<file path="config.mk">
export PLATFORM = sky130hd
export DESIGN_NAME = memory_interface_unit
export DESIGN_NICKNAME = d
export VERILOG_FILES = /design/src/rtl/memory_interface_unit.sv
export SDC_FILE = /design/constraint.sdc
export NUM_CORES = 1
export LEC_CHECK = 0
export BUFFER_PORTS_ARGS = -buffer_cell sky130_fd_sc_hd__buf_2
export CORE_MARGIN = 8
export CORE_UTILIZATION = 43
export DETAILED_ROUTE_END_ITERATION = 6
export PLACE_DENSITY_LB_ADDON = 0.25
export SETUP_SLACK_MARGIN = 0.1
export SLEW_MARGIN = 20
export SYNTH_ARGS = -nofsm -noshare
export SYNTH_HDL_FRONTEND = slang
export SYNTH_SLANG_ARGS = --single-unit
</file>
<file path="constraint.sdc">
create_clock -name clock -period 1.8 [get_ports clock]
set_input_delay 0.18 -clock clock [delete_from_list [all_inputs] [get_ports clock]]
set_output_delay 0.18 -clock clock [all_outputs]
set_load 0.01 [all_outputs]
</file>
<file path="src/rtl/memory_interface_unit.sv">
// LC-3 memory/I-O access unit: request/ready handshake to multi-cycle
// external memory plus the KBSR/KBDR/DSR/DDR device registers.
module memory_interface_unit #(
    parameter int DATA_WIDTH = 16,
    parameter int ADDRESS_WIDTH = 16,
    parameter int MEMORY_LATENCY = 2,
    parameter logic [ADDRESS_WIDTH-1:0] KBSR_ADDRESS = 16'hFE00,
    parameter logic [ADDRESS_WIDTH-1:0] KBDR_ADDRESS = 16'hFE02,
    parameter logic [ADDRESS_WIDTH-1:0] DSR_ADDRESS = 16'hFE04,
    parameter logic [ADDRESS_WIDTH-1:0] DDR_ADDRESS = 16'hFE06
) (
    input  logic                     clock,
    input  logic                     reset,
    input  logic                     request,
    input  logic                     write,
    input  logic [ADDRESS_WIDTH-1:0] address,
    input  logic [DATA_WIDTH-1:0]    write_data,
    output logic [DATA_WIDTH-1:0]    read_data,
    output logic                     ready,
    output logic                     busy,
    output logic                     memory_enable,
    output logic                     memory_write,
    output logic [ADDRESS_WIDTH-1:0] memory_address,
    output logic [DATA_WIDTH-1:0]    memory_write_data,
    input  logic [DATA_WIDTH-1:0]    memory_read_data,
    input  logic                     keyboard_valid,
    input  logic [7:0]               keyboard_data,
    output logic                     keyboard_ready,
    output logic                     display_valid,
    output logic [7:0]               display_data,
    input  logic                     display_ready
);
    localparam int CW = (MEMORY_LATENCY > 1) ? $clog2(MEMORY_LATENCY) : 1;
    localparam logic [CW-1:0] LAST = CW'(MEMORY_LATENCY - 1);

    typedef enum logic [1:0] {IDLE, MEMORY, DEVICE, DONE} state_t;

    state_t                   state_q;
    logic [ADDRESS_WIDTH-1:0] mar_q;
    logic [DATA_WIDTH-1:0]    mdr_q;
    logic [DATA_WIDTH-1:0]    rdata_q;
    logic [DATA_WIDTH-1:0]    kbdr_q;
    logic [DATA_WIDTH-1:0]    dev_rd;
    logic [CW-1:0]            lat_q;
    logic [7:0]               disp_data_q;
    logic we_q, ready_q, busy_q, mem_en_q, mem_wr_q;
    logic kbsr_q, disp_valid_q;
    logic req_dev, hit_kbsr, hit_kbdr, hit_dsr, hit_ddr;

    assign req_dev = (address == KBSR_ADDRESS) || (address == KBDR_ADDRESS) ||
                     (address == DSR_ADDRESS) || (address == DDR_ADDRESS);
    assign hit_kbsr = (mar_q == KBSR_ADDRESS);
    assign hit_kbdr = (mar_q == KBDR_ADDRESS);
    assign hit_dsr = (mar_q == DSR_ADDRESS);
    assign hit_ddr = (mar_q == DDR_ADDRESS);

    always_comb begin
        dev_rd = '0;
        unique case (1'b1)
            hit_kbsr: dev_rd[DATA_WIDTH-1] = kbsr_q;
            hit_kbdr: dev_rd = kbdr_q;
            hit_dsr:  dev_rd[DATA_WIDTH-1] = ~disp_valid_q;
            default:  dev_rd = '0;
        endcase
    end

    always_ff @(posedge clock) begin
        if (reset) begin
            state_q <= IDLE;
            mar_q <= '0;
            mdr_q <= '0;
            we_q <= 1'b0;
            rdata_q <= '0;
            ready_q <= 1'b0;
            busy_q <= 1'b0;
            mem_en_q <= 1'b0;
            mem_wr_q <= 1'b0;
            lat_q <= '0;
            kbsr_q <= 1'b0;
            kbdr_q <= '0;
            disp_valid_q <= 1'b0;
            disp_data_q <= '0;
        end else begin
            ready_q <= 1'b0;
            if (disp_valid_q && display_ready) begin
                disp_valid_q <= 1'b0;
            end
            unique case (state_q)
                IDLE: begin
                    if (request) begin
                        mar_q <= address;
                        mdr_q <= write_data;
                        we_q <= write;
                        busy_q <= 1'b1;
                        lat_q <= '0;
                        if (req_dev) begin
                            state_q <= DEVICE;
                        end else begin
                            state_q <= MEMORY;
                            mem_en_q <= 1'b1;
                            mem_wr_q <= write;
                        end
                    end
                end
                MEMORY: begin
                    if (lat_q == LAST) begin
                        mem_en_q <= 1'b0;
                        mem_wr_q <= 1'b0;
                        if (!we_q) begin
                            rdata_q <= memory_read_data;
                        end
                        ready_q <= 1'b1;
                        state_q <= DONE;
                    end else begin
                        lat_q <= lat_q + CW'(1);
                    end
                end
                DEVICE: begin
                    // A new display character waits until the previous one retires
                    if (!(hit_ddr && we_q && disp_valid_q)) begin
                        ready_q <= 1'b1;
                        state_q <= DONE;
                        if (!we_q) begin
                            rdata_q <= dev_rd;
                            if (hit_kbdr) begin
                                kbsr_q <= 1'b0;
                            end
                        end else if (hit_ddr) begin
                            disp_data_q <= mdr_q[7:0];
                            disp_valid_q <= 1'b1;
                        end
                    end
                end
                DONE: begin
                    busy_q <= 1'b0;
                    lat_q <= '0;
                    state_q <= IDLE;
                end
                default: state_q <= IDLE;
            endcase
            if (keyboard_valid && !kbsr_q) begin
                kbdr_q <= DATA_WIDTH'(keyboard_data);
                kbsr_q <= 1'b1;
            end
        end
    end

    assign read_data = rdata_q;
    assign ready = ready_q;
    assign busy = busy_q;
    assign memory_enable = mem_en_q;
    assign memory_write = mem_wr_q;
    assign memory_address = mar_q;
    assign memory_write_data = mdr_q;
    assign keyboard_ready = ~kbsr_q;
    assign display_valid = disp_valid_q;
    assign display_data = disp_data_q;
endmodule

</file>
==> impl_metrics.csv <==
group,metric,value,unit
run_status,status,"finished clean",
power_and_ir_drop,power,4.97,mW
sta,max_freq,0.567,GHz
setup_path,startpoint_type,"flop",
setup_path,slowest_delay,510,ps
die,boundaryPins,124,
die,rows,30,
clock_tree,clock_latency,340,ps
drt,final_antenna_net_count,0,
setup_path,path_cells,"inv_2 > buf_6 > ha_4 > or4b_4 > nor4_4 > buf_4 > or4_1 > a21oi_1",
setup_path,worst-path-buf-inv,3,
setup_path,r2r_end,"memory_write$_SDFFE_PP0P_",
drt,via_per_inst,5.12,
clock_tree,root_buffer,"clkbuf_8",
die,fp.dieH,99.5,µm
grt,grt_pass1_wl,14300,µm
yosys,syn_nets,442,
drt,drt-pass1-iter-count,4,
grt,grt_pass1_vias,2992,
setup_path,ff2ff_setup_slack,40,ps
sta,fin_setup_tns,0,ps
sta,min_period_over_period,0.981,
layout,fillCellCount,653,
sta,fin_crit,1760,ps
sta,timing_hold_violations_final,0,
setup_path,arrival,2040,ps
sta,worst_pin_slew,651,ps
job,maxCapViolCount,0,
setup_path,worst-path-stages,8,
setup_path,crit_path_end_kind,"flop",
clock_tree,tritoncts,"done",
layout,fin_nets,579,
place,place_inst,575,
setup_path,regToRegStartpoint,"state_q[0]$_SDFFE_PP0P_",
die,dieWidth,99.5,µm
layout,n_antenna_cell,0,
setup_path,critPathCapture,"memory_write$_SDFFE_PP0P_",
grt,track_usage,0.177,
setup_path,critPathSlowestCell,"or4_1",
sta,setup_violations,0,
setup_path,cp_max_fo,5,
setup_path,critPathRequiredTime,2070,ps
yosys,yosysSeqAreaShare,0.494,
power_and_ir_drop,ir_drop,0.571,mV
die,start_util,0.444,
drt,wl_per_cell,15.0,µm
yosys,synth_top_area_frac,0.494,
grt,antenna_found_initial,0,
clock_tree,clock_sinks,74,
drt,routed_wl,8930,µm
worst_hold_path,min_path_type,"in2reg",
clock_tree,hold_buffers,0,
drt,vias,3055,
setup_path,reg2reg_depth,8,
layout,syn_to_final_growth,41.3,%
place,hpwl,6600,µm
yosys,synthTopCellsByArea,"dfxtp_1, nand2_1, a21oi_1, nand3_1, nor2_1",
layout,drive_gt1_frac,0.383,
layout,instances_no_fill,597,
setup_path,path_class,"reg2reg",
setup_path,cp-startpoint,"state_q[0]$_SDFFE_PP0P_",
yosys,syn_inst,375,
sta,slew_headroom,0.564,
power_and_ir_drop,p_per_area,1170,mW/mm²
clock_tree,cts_buffers,9,
die,dieArea,0.00990,mm²
die,core_area,0.00676,mm²
drt,drc,0,
yosys,yosysWarnings,0,
sta,rsz0062_at_grt,"true",
clock_tree,clock_path_buffers,2,
yosys,yosysTopAreaCell,"dfxtp_1",
yosys,synth_area,0.00300,mm²
place,port_buffers,123,
layout,post-route-util,0.627,
drt,drtIter0Drc,162,
sta,drv_slew,0,
yosys,synth.avg_cell_area,7.99,µm²
clock_tree,path_clk_slew,80,ps
place,place_congestion,0.778,
setup_path,crit_family,"simple AND/OR/NAND/NOR gates",
sta,clock-skew-final,6.70,ps
layout,final_cell_mix,"buf_2, nand2_1, dfxtp_1",
grt,grt_max_degree,43,
grt,grt_overflow,0,
yosys,ys_types,38,
yosys,yosys_register_bits,74,
clock_tree,h-tree-depth,3,
layout,layout_commonest_cell,"buf_2",
power_and_ir_drop,p_leak,1.90,nW
## where the power goes
part	switching [mW]	leakage, nW	internal, mW	total, mW
logic	0.798	1.19	0.710	1.51
registers	0.153	0.605	1.86	2.02
clock network	0.621	0.112	0.820	1.44
total	1.57	1.90	3.39	4.97
## sequential cells by signal, indices dropped and copies added, names as in the netlist, 2 cells and up
register	count
kbdr_q	8
memory_write_data	16
display_data	8
state_q	2
memory_address	16
read_data	16
## Yosys cell counts
master	count
nor2_1	19
o211a_1	1
nor2b_1	4
a221oi_1	1
ha_1	5
buf_1	3
nand4_1	2
or4_1	1
a21oi_1	70
mux2_2	2
and2_1	3
a211oi_1	8
clkinv_1	1
o21ai_0	10
buf_4	2
dfxtp_1	74
or4b_4	1
nor4b_1	1
mux2i_1	2
o311a_1	1
a2111oi_0	1
or4b_1	1
o31ai_1	2
nand2_1	94
nor4_4	1
buf_2	2
nand2b_1	2
nor3_1	2
or2_2	1
nand3_1	25
clkbuf_1	17
inv_1	8
and3_1	1
nand4b_1	1
nor4bb_1	2
or2b_1	1
o41ai_1	1
and4_1	2
## cells by family after synthesis
family                     share of synthesized area
and+or+nand+nor                                0.252
AOI/OAI and AO/OA                              0.174
DFF                                            0.494
buffers and inverters                         0.0447
adders and majority gates                     0.0209
muxes                                         0.0142
## area by class of cell
class	instances	area, µm²	area share
inverters	9	33.8	0.00797
repair buffers	150	887	0.209
clock inverters	6	90.1	0.0213
well taps	80	100	0.0236
flip-flops and latches	74	1480	0.350
multi-input cells	268	1500	0.355
clock buffers	10	138	0.0325
## timing repair
| action | in CTS | in global routing |
|---|---|---|
| endpoints found under the setup margin | 36 | 39 |
| pin swaps | 4 | 7 |
| setup buffers | 4 | 2 |
| gates resized for setup | 16 | 23 |
## how the worst min path moves through the flow
stage                startpoint                                end  slack [ps]  depth (start not counted)
5_1_grt        keyboard_data[0]             kbdr_q[0]$_SDFFE_PP0P_          50                          3
4_1_cts           write_data[1]  memory_write_data[1]$_SDFFE_PP0P_          50                          3
3_3_place_gp      write_data[8]  memory_write_data[8]$_SDFFE_PP0P_         420                          3
6_report          write_data[5]  memory_write_data[5]$_SDFFE_PP0P_          60                          3
3_5_place_dp      write_data[1]  memory_write_data[1]$_SDFFE_PP0P_         430                          3
2_1_floorplan  keyboard_data[0]             kbdr_q[0]$_SDFFE_PP0P_         320                          2
## tightest hold or removal path: cells and delay by family
| family | cells | cell delay [ps] |
|---|---|---|
| AO/OA/AOI/OAI | 1 | 50 |
| buffers and inverters | 1 | 90 |
| AND/OR/NAND/NOR | 1 | 40 |
## metrics by stage
| step | hold slack (ps) | setup WS, ps | area, µm² |
|---|---|---|---|
| 2_1_floorplan | 316 | 61.9 | 3030 |
| 3_3_place_gp | 421 | -251 | 3830 |
| 3_5_place_dp | 429 | -299 | 3830 |
| 4_1_cts | 46.3 | 54.0 | 4140 |
| 5_1_grt | 52.1 | -12.4 | 4240 |
| 6_report | 63.4 | 35.1 | 4240 |
## metal layers
layer,routed length (µm),track usage,share of wire,up-vias
li1,-,-,-,1554
met5,0,0,0,-
met3,682,0.0656,0.076,9
met2,3990,0.268,0.45,99
met4,112,0.0722,0.013,0
met1,4150,0.222,0.46,1393
Note: power is estimated with default switching activity, not from simulation.
